### src/rtl/router_register_p.sv
// Router data register: header latch, payload check accumulation, FIFO-full byte capture,
// and per-packet check/length error detection with a saturating error counter.
module router_register_p #(
  parameter int unsigned DW        = 8,
  parameter int unsigned ADDR_W    = 2,
  parameter int unsigned CHK_MODE  = 0,
  parameter int unsigned LEN_CHECK = 1
) (
  input  logic          clk,
  input  logic          reset,
  input  logic          packet_valid,
  input  logic [DW-1:0] datain,
  input  logic          fifo_full,
  input  logic          detect_add,
  input  logic          ld_state,
  input  logic          laf_state,
  input  logic          full_state,
  input  logic          lfd_state,
  input  logic          rst_int_reg,
  output logic [DW-1:0] dout,
  output logic          err,
  output logic          len_err,
  output logic          parity_done,
  output logic          low_packet_valid,
  output logic [7:0]    err_cnt
);

  localparam int unsigned LW = DW - ADDR_W;

  logic [DW-1:0] hdr_reg;
  logic [DW-1:0] full_byte;
  logic [DW-1:0] chk_int;
  logic [DW-1:0] chk_rx;
  logic [LW:0]   pay_cnt;
  logic          parity_done_d1;

  logic start;
  logic evaluate;
  logic err_next;
  logic len_next;

  function automatic logic [DW-1:0] chk_f(input logic [DW-1:0] a, input logic [DW-1:0] b);
    if (CHK_MODE == 1) return a + b;
    else return a ^ b;
  endfunction

  always_comb begin
    start    = detect_add & packet_valid;
    // Evaluate exactly once, on the cycle after parity_done rises.
    evaluate = parity_done & ~parity_done_d1 & ~start;
    err_next = (chk_int != chk_rx);
    len_next = (LEN_CHECK != 0) && (pay_cnt != {1'b0, hdr_reg[DW-1:ADDR_W]});
  end

  always_ff @(posedge clk) begin
    if (!reset) begin
      dout             <= '0;
      hdr_reg          <= '0;
      full_byte        <= '0;
      chk_int          <= '0;
      chk_rx           <= '0;
      pay_cnt          <= '0;
      err              <= 1'b0;
      len_err          <= 1'b0;
      parity_done      <= 1'b0;
      parity_done_d1   <= 1'b0;
      low_packet_valid <= 1'b0;
      err_cnt          <= '0;
    end else begin
      parity_done_d1 <= parity_done;

      if (start) begin
        hdr_reg <= datain;
        chk_int <= '0;
        pay_cnt <= '0;
      end else if (lfd_state) begin
        chk_int <= chk_f(chk_int, hdr_reg);
      end else if (ld_state && packet_valid && !full_state) begin
        chk_int <= chk_f(chk_int, datain);
        if (pay_cnt != '1) pay_cnt <= pay_cnt + 1'b1;
      end

      if (lfd_state) dout <= hdr_reg;
      else if (ld_state && !fifo_full) dout <= datain;
      else if (laf_state) dout <= full_byte;

      if (ld_state && fifo_full) full_byte <= datain;

      if (rst_int_reg) low_packet_valid <= 1'b0;
      else if (ld_state && !packet_valid) low_packet_valid <= 1'b1;

      // A new header wins over any check-byte capture in the same cycle.
      if (start) begin
        parity_done <= 1'b0;
        err         <= 1'b0;
        len_err     <= 1'b0;
      end else begin
        if (ld_state && !packet_valid && !fifo_full) begin
          chk_rx      <= datain;
          parity_done <= 1'b1;
        end else if (laf_state && low_packet_valid && !parity_done) begin
          chk_rx      <= full_byte;
          parity_done <= 1'b1;
        end
        if (evaluate) begin
          err     <= err_next;
          len_err <= len_next;
          if ((err_next || len_next) && err_cnt != 8'hFF) err_cnt <= err_cnt + 8'd1;
        end
      end
    end
  end

endmodule

### config.mk
export PLATFORM = sky130hd
export DESIGN_NAME = router_register_p
export DESIGN_NICKNAME = d
export VERILOG_FILES = /design/src/rtl/router_register_p.sv
export SDC_FILE = /design/constraint.sdc
export NUM_CORES = 1
export LEC_CHECK = 0
export BUFFER_PORTS_ARGS = -buffer_cell sky130_fd_sc_hd__buf_2
export CAP_MARGIN = 20
export CORE_MARGIN = 3
export CORE_UTILIZATION = 60
export DETAILED_ROUTE_END_ITERATION = 10
export HOLD_SLACK_MARGIN = 0.03
export PLACE_DENSITY = 0.79
export SETUP_SLACK_MARGIN = 0.05
export SYNTH_ARGS = -nofsm -noshare
export SYNTH_HDL_FRONTEND = slang
export SYNTH_SLANG_ARGS = --single-unit
### constraint.sdc
create_clock -name clk -period 3.71 [get_ports clk]
set_clock_uncertainty 0.1 [all_clocks]
set_input_delay 0.1855 -clock clk [delete_from_list [all_inputs] [get_ports clk]]
set_output_delay 0.1855 -clock clk [all_outputs]
set_load 0.02 [all_outputs]
==> qor.csv <==
stage,metric,value,unit
status,status,completed,
timing,fin. max-slew vios,0,
floorplan,die width,74.7,um
timing,RSZ-0062 raised after global routing,false,
logic_synthesis,synthesized flop and latch total,60,
timing,Worst-Margin Slew,0.694,ns
power,power per cell area,429,nW/um^2
clock_network,clk_lat worst skew,0.34,ns
min_path,WHS Path Cells,3,
timing,Tmin final,2.26,ns
logic_synthesis,Netlist cell types,46,
power,net switching power,0.373,mW
grt,grt met1 use,0.352,
timing,Slew headroom,0.534,
routing,Routed WL per cell,15.9,um
logic_synthesis,sequential area share after synthesis,0.425,
finish,fin nets,390,
clock_network,total CTS buffers,9,
finish,n_diodes,0,
finish,Filler cells,374,
place,dpl ws,1.44,ns
power,Clock power frac,0.372,
critical_path,CP arrival,2.37,ns
routing,DR vias/cell,5.92,
place,DP HPWL,4640,um
timing,period utilisation layout,0.609,
routing,Residual DRC,0,
critical_path,worst path cell trace,"xor2_1, or4_4, nor4_4, or3_2, a21oi_2",
floorplan,chip height,74.7,um
clock_network,Clock Sink Count,60,
place,GPL Wtd Cong,0.839,
grt,GRT busiest layer,met2,
power,internal power,1.00,mW
floorplan,Ports,38,
critical_path,Max stage delay on crit path,0.66,ns
critical_path,Buffers & Inverters on Critical Path,0,
floorplan,core area,4440,um^2
power,sw frac,0.271,
logic_synthesis,syn nets,357,
logic_synthesis,Synth Flop Type,dfxtp_1,
logic_synthesis,syn avg cell area,8.39,um^2
logic_synthesis,asr flop ratio synth,0,
routing,Routed Antenna Nets,0,
floorplan,row count,24,
critical_path,critical setup path kind,reg2reg,
grt,met2 usage,0.418,
critical_path,critical path's top delay family,simple AND/OR/NAND/NOR gates,
grt,initial antenna violation count,0,
critical_path,WP data required,3.82,ns
timing,worst hold margin,0.0348,ns
critical_path,reg-to-reg startpoint,pay_cnt[2],
clock_network,PostCTS Resize Cnt,0,
place,Buffers on Ports,37,
power,leakage power total,1.20,nW
power,"Power, Total",1.38,mW
power,Worst VDD drop,0.260,mV
finish,Synth-to-Final Area Change,13.5,%
routing,vias after detailed routing,2523,
place,dpl cells,409,
min_path,Hold WC Path Type,in2reg,
finish,footprint of the multi-input gates,1500,um^2
timing,maximum clock rate,443,MHz
grt,vias in the first global route,2386,
clock_network,Clock Path Buffers,2,
timing,Setup WS post-layout,1.45,ns
clock_network,H-tree Lvls,3,
critical_path,CP endpoint kind,register,
finish,layout cells sized above 1,0.182,
finish,storage element area,1200,um^2
routing,number of DRC markers in iteration 0,167,
power,Comb pwr share,0.129,
logic_synthesis,Post-synth EDFFs,0,
critical_path,"Slowest-stage cell, CP",nor4_4,
critical_path,worst setup path start,pay_cnt[2],
timing,Fin. Hold Viols,0,
grt,first-pass GRT wire length,11200,um
logic_synthesis,Post-Syn Instances,337,
timing,Setup TNS Final,0,ns
clock_network,setup repair bufs after CTS,0,
critical_path,FF-to-FF path depth,5,
grt,GRT overflow,0,
critical_path,Crit Path Max Fanout,15,
routing,DRT Pass-1 Iters,4,
critical_path,Stages on worst setup path,5,
floorplan,Initial Util,0.636,
logic_synthesis,synthesis warning total,0,
critical_path,crit path launch type,register,
min_path,HP Start,datain[1],
grt,met3 Use GR,0.0521,
finish,Post-Layout Cell Count,426,
floorplan,die area,5570,um^2
power,sequential share of power,0.500,
grt,total global-route track usage,0.266,
clock_network,Clock Tree Root,clkbuf_8,
clock_network,clock slew at reported path FFs,0.06,ns
clock_network,TritonCTS clock tree,built,
grt,largest net degree at the start of global routing,32,
timing,setup violators final,0,
logic_synthesis,cell area after synthesis,2830,um^2
routing,DRT Wirelength,6760,um
job,max_cap viols,0,
## power by group through the flow
| stage | sequential, mW | combinational, mW | clock, mW |
|---|---|---|---|
| 6_report | 0.688 | 0.177 | 0.512 |
| 5_1_grt | 0.691 | 0.194 | 0.545 |
| 4_1_cts | 0.688 | 0.173 | 0.516 |
| 3_5_place_dp | 0.702 | 0.171 | 0 |
| 3_3_place_gp | 0.701 | 0.168 | 0 |
| 2_1_floorplan | 0.707 | 0.117 | 0 |
## logic make-up (layout without fill, tap and decap cells)
group | count (synthesis) | in the layout | synth area share
compound gates | 84 | 84 | 0.191
mux | 2 | 2 | 0.00708
fa+ha+maj | 2 | 2 | 0.00885
flops | 60 | 60 | 0.425
buf+inv | 29 | 66 | 0.0434
xor+xnor | 27 | 27 | 0.0836
simple gates | 133 | 133 | 0.241
## worst paths after layout
path                                      to  slack [ns]
worst min register to register  full_byte[1]        0.37
worst max-delay path              err_cnt[3]        1.45
worst min-delay path              hdr_reg[1]        0.03
worst max register to register    err_cnt[3]        1.45
## synth_stat cells, types with 2 or more instances
library cell,instances,area [um^2]
dfxtp_1,60,1200
nand2_1,45,169
nor2_1,44,165
a21oi_1,26,130
o21ai_0,17,85.1
a311oi_1,16,140
xor2_1,15,131
nand3_1,12,60.1
xnor2_1,12,105
inv_1,11,41.3
clkbuf_1,10,37.5
a22oi_1,8,60.1
nand4_1,7,43.8
buf_2,5,25.0
a21oi_2,4,35.0
nand2b_1,3,18.8
o21ai_1,3,15.0
a31oi_1,2,12.5
and2_1,2,12.5
buf_1,2,7.51
ha_1,2,25.0
mux2i_1,2,20.0
nor3b_1,2,15.0
nor4b_4,2,47.6
o211ai_1,2,15.0
o31ai_1,2,15.0
or3_2,2,15.0
## area by class of cell
cell class,count,share of cell area
multi-input combinational,248,0.468
sequential,60,0.374
timing repair buffer,40,0.0717
clock buffer,13,0.0495
tap,52,0.0203
inverter,11,0.0129
clock inverter,2,0.00312
## cells in the final DEF, fill, tap and decap left out, drive strengths merged
cell / instances
dfxtp: 60
nand2: 45
nor2: 45
buf: 39
a21oi: 30
o21ai: 20
a311oi: 16
xor2: 15
clkbuf: 13
xnor2: 12
nand3: 12
inv: 11
a22oi: 8
nand4: 7
nand2b: 3
nor3b: 3
or3: 3
and2: 2
nor4b: 2
o211ai: 2
a31oi: 2
mux2i: 2
o31ai: 2
ha: 2
clkinv: 2
or4: 2
nor4: 2
and4: 2
o21a: 2
nor3: 2
and3: 2
a211oi: 1
o41ai: 1
nand4bb: 1
dlygate4sd3: 1
## repair_timing
item / 4_1_cts / 5_1_grt
hold buffers: 1 / 0
endpoints found under the setup margin: 0 / 0
hold endpoints to repair: 1 / 0
## routing by layer
layer,part of all wire,up-vias
met4,0.017,0
met5,0,-
met3,0.060,14
met1,0.45,1180
met2,0.47,76
li1,-,1253
## tightest hold or removal path: cells and delay by family
family          cells  cell delay [ns]
simple gates        1             0.06
buf+inv             1             0.13
compound gates      1             0.05
## per-stage QoR
step | cell area [um^2] | utilization
finish | 3210 | 0.722
global route | 3210 | 0.722
CTS | 3180 | 0.716
detailed placement | 3000 | 0.676
global placement | 3000 | 0.676
floorplan | 2830 | -
Note: power is estimated with default switching activity, not from simulation.
